### src/rtl/snake_screen_seq.sv
// Screen sequencer and score unit for the snake game: START/PLAY/PAUSE/END flow,
// frame selection for the LED matrix, and sequential BCD score / high score.
module snake_screen_seq #(
    parameter int                         GRID_W      = 16,
    parameter int                         GRID_H      = 16,
    parameter int                         LEN_W       = 8,
    parameter int                         SCORE_MULT  = 5,
    parameter logic [31:0]                START_CODE   = 32'h20DFEA15,
    parameter logic [31:0]                RESTART_CODE = 32'h20DF6A95,
    parameter logic [31:0]                PAUSE_CODE   = 32'h20DF22DD,
    parameter int                         END_HOLD    = 50_000_000,
    parameter int                         BLINK_CYC   = 12_500_000,
    parameter logic [GRID_H*GRID_W-1:0]   START_IMG   = '1,
    parameter logic [GRID_H*GRID_W-1:0]   END_IMG     = '0
) (
    input  logic                        CLOCK_50,
    input  logic                        reset,
    input  logic [31:0]                 cmd_word,
    input  logic                        cmd_valid,
    input  logic                        game_over,
    input  logic [LEN_W-1:0]            length,
    input  logic [GRID_H*GRID_W-1:0]    game_grid,
    output logic [GRID_H*GRID_W-1:0]    disp_grid,
    output logic                        game_run,
    output logic                        game_rst,
    output logic [1:0]                  screen,
    output logic [15:0]                 score_bcd,
    output logic [15:0]                 hiscore_bcd
);

    localparam int NPIX    = GRID_H * GRID_W;
    localparam int HOLD_W  = $clog2(END_HOLD + 1);
    localparam int BLINK_W = $clog2(BLINK_CYC + 1);
    localparam int PROD_W  = LEN_W + 32;

    typedef enum logic [1:0] {
        S_START = 2'd0,
        S_PLAY  = 2'd1,
        S_PAUSE = 2'd2,
        S_END   = 2'd3
    } state_t;

    state_t              state_q, state_d;
    logic [HOLD_W-1:0]   hold_cnt;
    logic [BLINK_W-1:0]  blink_cnt;
    logic                blink_off;
    logic [NPIX-1:0]     freeze_q;
    logic [NPIX-1:0]     disp_q;
    logic                rst_pulse_q;
    logic [15:0]         hiscore_q;

    logic is_start, is_restart, is_pause;
    logic pause_entry, end_entry, play_entry;

    assign is_start    = cmd_valid && (cmd_word == START_CODE);
    assign is_restart  = cmd_valid && (cmd_word == RESTART_CODE);
    assign is_pause    = cmd_valid && (cmd_word == PAUSE_CODE);
    assign pause_entry = (state_q == S_PLAY)  && (state_d == S_PAUSE);
    assign end_entry   = (state_q != S_END)   && (state_d == S_END);
    assign play_entry  = (state_q == S_START) && (state_d == S_PLAY);

    // NOTE: every output is assigned before the case so no path can infer a latch.
    always_comb begin
        state_d = state_q;
        case (state_q)
            S_START: if (is_start) state_d = S_PLAY;
            S_PLAY: begin
                if (game_over)     state_d = S_END;
                else if (is_pause) state_d = S_PAUSE;
            end
            S_PAUSE: if (is_pause) state_d = S_PLAY;
            S_END:   if (hold_cnt == '0 && is_restart) state_d = S_START;
            default: state_d = S_START;
        endcase
    end

    // NOTE: sequential state uses non-blocking assignments so all registers update together.
    always_ff @(posedge CLOCK_50) begin
        if (reset) begin
            state_q     <= S_START;
            rst_pulse_q <= 1'b1;
            hold_cnt    <= '0;
            hiscore_q   <= '0;
        end else begin
            state_q     <= state_d;
            rst_pulse_q <= play_entry;
            if (end_entry)
                hold_cnt <= HOLD_W'(END_HOLD - 1);
            else if (state_q == S_END && hold_cnt != '0)
                hold_cnt <= hold_cnt - HOLD_W'(1);
            // BCD digits compare correctly as plain unsigned words
            if (end_entry && score_bcd > hiscore_q)
                hiscore_q <= score_bcd;
        end
    end

    // NOTE: the freeze buffer is pure data, written before it is ever displayed, so it needs no reset.
    always_ff @(posedge CLOCK_50) begin
        if (pause_entry)
            freeze_q <= game_grid;
    end

    always_ff @(posedge CLOCK_50) begin
        if (reset) begin
            disp_q    <= START_IMG;
            blink_cnt <= '0;
            blink_off <= 1'b0;
        end else begin
            if (pause_entry) begin
                blink_cnt <= '0;
                blink_off <= 1'b0;
            end else if (state_q == S_PAUSE) begin
                if (blink_cnt == BLINK_W'(BLINK_CYC - 1)) begin
                    blink_cnt <= '0;
                    blink_off <= ~blink_off;
                end else begin
                    blink_cnt <= blink_cnt + BLINK_W'(1);
                end
            end
            case (state_q)
                S_START: disp_q <= START_IMG;
                S_PLAY:  disp_q <= game_grid;
                S_PAUSE: disp_q <= blink_off ? '0 : freeze_q;
                default: disp_q <= END_IMG;
            endcase
        end
    end

    // Score: saturated binary product, converted by one shift-add-3 step per cycle.
    logic [PROD_W-1:0] prod;
    logic [13:0]       bin_sat;
    logic              conv_busy;
    logic [3:0]        shift_cnt;
    logic [13:0]       bin_work, bin_shift;
    logic [15:0]       bcd_work, bcd_adj, bcd_shift;
    logic [LEN_W-1:0]  last_len;
    logic [15:0]       score_q;

    assign prod    = {32'd0, length} * PROD_W'(SCORE_MULT);
    assign bin_sat = (prod > PROD_W'(9999)) ? 14'd9999 : prod[13:0];

    function automatic logic [15:0] add3(input logic [15:0] d);
        logic [15:0] r;
        r = d;
        for (int i = 0; i < 4; i++) begin
            if (d[i*4 +: 4] >= 4'd5)
                r[i*4 +: 4] = d[i*4 +: 4] + 4'd3;
        end
        return r;
    endfunction

    assign bcd_adj = add3(bcd_work);
    assign {bcd_shift, bin_shift} = {bcd_adj, bin_work} << 1;

    always_ff @(posedge CLOCK_50) begin
        if (reset) begin
            conv_busy <= 1'b0;
            shift_cnt <= '0;
            bin_work  <= '0;
            bcd_work  <= '0;
            last_len  <= '0;
            score_q   <= '0;
        end else if (!conv_busy) begin
            if (length != last_len) begin
                last_len  <= length;
                bin_work  <= bin_sat;
                bcd_work  <= '0;
                shift_cnt <= '0;
                conv_busy <= 1'b1;
            end
        end else begin
            bin_work  <= bin_shift;
            bcd_work  <= bcd_shift;
            shift_cnt <= shift_cnt + 4'd1;
            if (shift_cnt == 4'd13) begin
                conv_busy <= 1'b0;
                score_q   <= bcd_shift;
            end
        end
    end

    assign disp_grid   = disp_q;
    assign game_run    = (state_q == S_PLAY);
    assign game_rst    = rst_pulse_q;
    assign screen      = state_q;
    assign score_bcd   = score_q;
    assign hiscore_bcd = hiscore_q;

endmodule
### config.mk
export PLATFORM = sky130hd
export DESIGN_NAME = snake_screen_seq
export DESIGN_NICKNAME = d
export VERILOG_FILES = /design/src/rtl/snake_screen_seq.sv
export SDC_FILE = /design/constraint.sdc
export NUM_CORES = 1
export LEC_CHECK = 0
export CAP_MARGIN = 40
export CORE_MARGIN = 10
export CORE_UTILIZATION = 45
export DETAILED_ROUTE_END_ITERATION = 12
export HOLD_SLACK_MARGIN = 0.06
export PLACE_DENSITY = 0.84
export REMOVE_ABC_BUFFERS = 1
export SETUP_SLACK_MARGIN = 0.05
export SYNTH_ARGS = -nofsm -noshare
export SYNTH_HDL_FRONTEND = slang
export SYNTH_SLANG_ARGS = --single-unit
### constraint.sdc
create_clock -name CLOCK_50 -period 50.2 [get_ports CLOCK_50]
set_input_delay 10.04 -clock CLOCK_50 [delete_from_list [all_inputs] [get_ports CLOCK_50]]
set_output_delay 10.04 -clock CLOCK_50 [all_outputs]
set_load 0.1 [all_outputs]
==> results of run 1 <==
-- sequential cells by signal, indices dropped and copies added, names as in the netlist --
signal	count
disp_grid	256
freeze_q	256
hold_cnt	26
blink_cnt	24
bcd_work	16
hiscore_bcd	16
score_bcd	16
bin_work	14
last_len	8
shift_cnt	4
screen	2
blink_off	1
conv_busy	1
game_rst	1
-- layer usage --
| layer | routed length [µm] | vias to the layer above |
|---|---|---|
| met2 | 50730 | 1705 |
| li1 | - | 8452 |
| met5 | 92 | - |
| met4 | 8182 | 14 |
| met3 | 13310 | 433 |
| met1 | 34190 | 9985 |
-- cell type report --
| class | instances | area (µm²) |
|---|---|---|
| Clock buffer | 98 | 1956 |
| Tap cell | 672 | 840.8 |
| Inverter | 56 | 217.7 |
| Multi-Input combinational cell | 914 | 6788 |
| Clock inverter | 24 | 331.6 |
| Antenna cell | 60 | 150.1 |
| Sequential cell | 641 | 15390 |
| Timing Repair Buffer | 904 | 12420 |
| Fill cell | 2629 | 12070 |
-- cells in the mapped netlist, types with 16 or more instances --
cell type	number
nand3_1	32
clkbuf_1	116
ha_1	40
xnor2_1	43
a21oi_1	76
a221o_1	245
nand4_1	16
a31oi_1	19
nand2b_1	47
nor3_1	33
o21ai_0	39
dfxtp_1	385
inv_1	56
nor2_1	70
edfxtp_1	256
mux2i_1	26
nand2_1	84
-- cell usage in the layout, fill, tap and decap left out, drive strengths merged, types with 16 or more instances in the layout --
cell	instances
a21oi	76
a221o	245
a31oi	19
buf	318
clkbuf	98
clkdlybuf4s50	586
dfxtp	385
diode	60
edfxtp	256
ha	40
inv	62
mux2i	26
nand2	84
nand2b	47
nand3	32
nand4	16
nor2	70
nor3	34
o21ai	39
xnor2	43
-- cells by family after synthesis --
logic type	after synthesis	share of synthesized area, %
compound gates	433	15.88
xor+xnor	55	2.106
buf+inv	187	3.117
flops	641	67.29
simple gates	358	8.138
fa+ha+maj	41	2.275
mux	27	1.187
-- worst max-delay path, delay by kind of cell --
kind	cells	cell delay [ns]
simple gates	1	0.31
buf+inv	6	2.37
compound gates	1	0.26
-- worst max path at each step --
stage | cells after the start | end | from | slack [ns]
2_1_floorplan | 4 | freeze_q[0] | cmd_word[24] | 13.94
5_1_grt | 4 | game_run | screen[0] | 37.59
6_report | 8 | disp_grid[198] | reset | 37.64
3_3_place_gp | 7 | freeze_q[113] | cmd_word[24] | 36.60
4_1_cts | 4 | game_run | screen[0] | 37.67
3_5_place_dp | 7 | freeze_q[128] | cmd_word[24] | 37.18
-- power groups by stage --
| stage | clock network, µW | registers [µW] | logic [µW] |
|---|---|---|---|
| 2_1_floorplan | 0 | 554 | 7.85 |
| 3_3_place_gp | 0 | 554 | 38.6 |
| 3_5_place_dp | 0 | 554 | 42.6 |
| 4_1_cts | 527 | 543 | 44.1 |
| 5_1_grt | 554 | 542 | 47.4 |
| 6_report | 534 | 542 | 45.8 |
-- stage by stage --
| step | instance area [µm²] | hold WS (ns) | utilization, % |
|---|---|---|---|
| 6_report | 38100 | 0.4553 | 75.94 |
| 5_1_grt | 38090 | 0.4719 | 75.91 |
| 4_1_cts | 37950 | 0.4492 | 75.64 |
| 3_5_place_dp | 35660 | 0.4483 | 71.08 |
| 2_1_floorplan | 22370 | 0.4255 | - |
| 3_3_place_gp | 29270 | 0.4463 | 58.33 |
==> reports/results.ini, run 1 <==
[synthesis]
yosys_register_bits = 641
syn_avg_cell_area_um2 = 13.13
synth-edff-count = 256
synth_top_area_share_pct = 33.69
synth.largest_area_cell = dfxtp_1
postSynthCellCount = 1742
synth_area_mm2 = 0.02288
synthArstFlopShare_pct = 0
synth.distinct_cells = 59
synth_area_leaders = dfxtp_1 34%, edfxtp_1 34%, a221o_1 11%, ha_1 2.2%, clkbuf_1 1.9%
ys_warn_count = 0
synthFlopType = dfxtp_1
ys_seq_area_share_pct = 67.29

[finish]
nets = 2924
layout-drive-gt1-share_pct = 16.42
syn_to_final_growth_pct = 66.53
fin_cells = 3369

[pwr]
power.internal_uw = 876.1
p_seq_share_pct = 48.3
power_frac_comb_pct = 4.1
switching_share_pct = 21.96
power.clock.fraction_pct = 47.6
p_per_area_mw_per_mm2 = 29.47
leakagePower_uw = 0.01395
peakVddDrop_uv = 23.97
switching_power_uw = 246.5
total_power_uw = 1123

[clock_network]
clk_pin_slew_ns = 0.07
worstSkewPairLatency_ns = 0.63
cts_resized = 0
cts_sinks = 641
cts_inserted_buffers = 66
clockRootBuffer = clkbuf_16
clock_path_buffers = 3
h-tree-depth = 3
hold_buffers = 0
cts_setup_buffers = 0
cts_tree = done

[setup_path]
slowest_stage = buf_4
rrSetupSlack_ns = 46.56
path_max_fanout = 74
slowest_delay_ns = 0.75
reg2reg_to = disp_grid[198]
arrival_ns = 13.10
crit_chain = buf_2 -> buf_4 -> or2_4 -> buf_16 -> buf_4 -> buf_4 -> buf_16 -> a221o_1
reg2reg_from = screen[1]
required_ns = 50.74
critPathLaunchType = primary input
endpoint_kind = flop
worstSetupPathType = primary input to flop
reg2regPathDepth = 8
cpMostUsedCell = buf_4

[floorplanning]
die_area_mm2 = 0.06026
io_pins = 592
fp-row-count = 82
die_w_um = 245.5
die_h_um = 245.5
initial_core_util_pct = 45.60
core_area_mm2 = 0.05017

[global_route]
use_met3_pct = 11.90
grt.total_usage_pct = 32.45
grtUsageMet1_pct = 34.69
grt_pass1_wl_um = 145300
overflow = 0
grt_max_degree = 180
grt-busiest-layer = met2
grt.met2_usage_pct = 52.75
grt_pass1_vias = 20370
antenna_found_initial = 64

[route]
post_drt_wl_per_cell_um = 31.61
viasPerCell = 6.111
routed_wl_um = 106500
antenna_left = 0
route.detailed.drc = 0
firstDrtPassIters = 6
dr_total_vias = 20590
drt_iter0_drc = 2995

[hold_path]
hold_path_startpoint = bin_work[11]
min_path_type = flop to flop
holdPathStages = 2
min_to = bin_work[12]

[sta]
period_needed_ns = 12.56
setup-violations-final = 0
fin_ws_ns = 37.64
drv_slew = 0
hold_violations = 0
skew_ns = 0.03322
relSlewSlack_pct = 28.31
max_slew.worst_pin.slew_ns = 1.075
rsz0062_at_grt = no
post-route-period-util_pct = 25.02
setup_tns_ns = 0
fmax_ghz = 0.07961

[placement]
gp_congestion = 0.8848
hpwl_um = 69820
io_buffer_count = 591
preCtsSetupSlack_ns = 37.18
dp.cells = 3187

[job]
drv_cap = 0

[run_status]
status = complete, no violations

(Power assumes the default switching activity.)
==> inputs of run 2 (changes only) <==
- clock period: 50.2 -> 12.5 ns (I/O delays scaled with it)
==> run 2 against run 1 <==
Wire length rose by 0.15%. Die area did not move. Power grew to 4.0 times the previous value. Count of clock-buffer cells in the layout down 7. Final area fell by 0.17%. Critical path depth down 4. Sequential cell count unchanged. Clock power grew to 3.9 times the previous value. Combinational power grew to 4.0 times the previous value. Non-clock buffer count unchanged. Largest cell class unchanged. Highest routed layer unchanged.
==> reports/results.ini, run 2 (synthesis gave the netlist of run 1 again) <==
[run_status]
status = complete, no violations

[sta]
hold_violations = 0  ; unchanged
fin_ws_ns = 7.452  ; -30.19 ns
holdWs_ns = 0.4542  ; -0.001108 ns
fmax_ghz = 0.1981
setup-violations-final = 0  ; unchanged
post-route-period-util_pct = 40.38
drv_slew = 0  ; unchanged
max_slew.worst_pin.slew_ns = 1.063  ; -0.01199 ns
rsz0062_at_grt = no
skew_ns = 0.06261  ; +0.02939 ns
period_needed_ns = 5.048
relSlewSlack_pct = 29.11  ; +0.80 points

[floorplanning]
fp-row-count = 82  ; unchanged
die_w_um = 245.5  ; unchanged
die_area_mm2 = 0.06026  ; unchanged
io_pins = 592  ; unchanged
initial_core_util_pct = 45.60  ; unchanged
die_h_um = 245.5  ; unchanged
core_area_mm2 = 0.05017  ; unchanged

[global_route]
use_met3_pct = 9.937  ; -2.0 points
overflow = 0  ; unchanged
grt-busiest-layer = met2
grt.met2_usage_pct = 53.39  ; +0.64 points
grt.total_usage_pct = 32.25  ; -0.20 points
grt_max_degree = 180  ; unchanged
grt_pass1_wl_um = 145200  ; about the same
antenna_found_initial = 59  ; -7.8%
grtUsageMet1_pct = 35.26  ; +0.57 points
grt_pass1_vias = 20440  ; +0.35%

[hold_path]
hold_path_startpoint = bin_work[11]
min_path_type = flop to flop

[clock_network]
hold_buffers = 0  ; unchanged
cts_tree = done
worstSkewPairLatency_ns = 0.66  ; +0.03 ns
cts_setup_buffers = 0  ; unchanged
clk_pin_slew_ns = 0.06  ; about the same
h-tree-depth = 2  ; -1
cts_sinks = 641  ; unchanged
cts_inserted_buffers = 61  ; -7.6%
cts_resized = 0  ; unchanged
clock_path_buffers = 3  ; unchanged
clockRootBuffer = clkbuf_16

[route]
post_drt_wl_per_cell_um = 31.78  ; +0.54%
dr_total_vias = 20560  ; -0.14%
route.detailed.drc = 0  ; unchanged
drt_iter0_drc = 2998  ; +0.10%
firstDrtPassIters = 6  ; unchanged
routed_wl_um = 106700  ; +0.15%
viasPerCell = 6.127  ; +0.25%
antenna_left = 0  ; unchanged

[finish]
nets = 2919  ; -0.17%
fin_cells = 3356  ; -0.39%
mostFrequentLayoutCells = 586 x clkdlybuf4s50_1, 385 x dfxtp_1, 256 x edfxtp_1, 245 x a221o_1, 155 x buf_16
layout-drive-gt1-share_pct = 16.39  ; -0.032 points
layout_commonest_cell = clkdlybuf4s50_1
syn_to_final_growth_pct = 66.25
fill_cells = 2689  ; +2.3%
final_area_mm2 = 0.03803  ; -0.17%

[setup_path]
worstSetupPathType = flop to output port
reg2reg_from = screen[1]
path_max_fanout = 14  ; -81%
endpoint_kind = output port
timing.critical_path.from = screen[0]
required_ns = 10.00  ; -40.74 ns
critPathLaunchType = flop
arrival_ns = 2.55  ; -10.55 ns

[placement]
io_buffer_count = 591  ; unchanged
place_area_mm2 = 0.03566  ; unchanged
gp_congestion = 0.8847  ; about the same
dp.cells = 3187  ; unchanged
hpwl_um = 69910  ; +0.14%
preCtsSetupSlack_ns = 6.995  ; -30.18 ns

[pwr]
peakVddDrop_uv = 117.8  ; +390%
p_per_area_mw_per_mm2 = 117.0  ; +300%
leakagePower_uw = 0.01391  ; -0.27%

[job]
drv_cap = 0  ; unchanged

run 2: cell type report:
type | instances | area [µm²] | share of cell area (%)
Antenna cell | 54 | 135.1 | 0.3553
Clock inverter | 24 | 396.6 | 1.043
Tap cell | 672 | 840.8 | 2.211
Multi-Input combinational cell | 914 | 6788 | 17.85
Sequential cell | 641 | 15390 | 40.48
Timing Repair Buffer | 904 | 12420 | 32.65
Inverter | 56 | 217.7 | 0.5724
Clock buffer | 91 | 1842 | 4.842
run 2: worst max-delay path: stages (launching register included):
cell and delay [ns]:
dfxtp_1 0.70, nand2_1 0.24, inv_1 0.19, clkdlybuf4s50_1 0.62
buf_16 0.20
run 2: path summary, 6_finish.rpt:
check / end / depth (start not counted) / slack (ns)
min reg2reg: bin_work[12] / 2 / 0.45
max: game_run / 4 / 7.45
min: bin_work[12] / 2 / 0.45
max reg2reg: disp_grid[8] / 8 / 9.00
run 2: layer usage:
metal / vias up / share of wire, %
met3: 440 / 12
li1: 8431 / -
met1: 9984 / 32
met2: 1688 / 48
met4: 18 / 7.9
met5: - / 0.10
run 2: report_power, final:
group | internal, µW | leakage, µW | switching (µW)
Combinational | 103 | 0.00740 | 82.2
Clock | 1210 | 0.00109 | 879
Sequential | 2170 | 0.00542 | 3.78
Total | 3490 | 0.0139 | 965
run 2: through the flow:
step | total power (µW) | utilization [%] | setup TNS [ns]
2_1_floorplan | 2258 | - | -4691.37
3_3_place_gp | 2380 | 58.33 | 0
3_5_place_dp | 2397 | 71.08 | 0
4_1_cts | 4425 | 75.54 | 0
5_1_grt | 4539 | 75.79 | 0
6_report | 4451 | 75.81 | 0
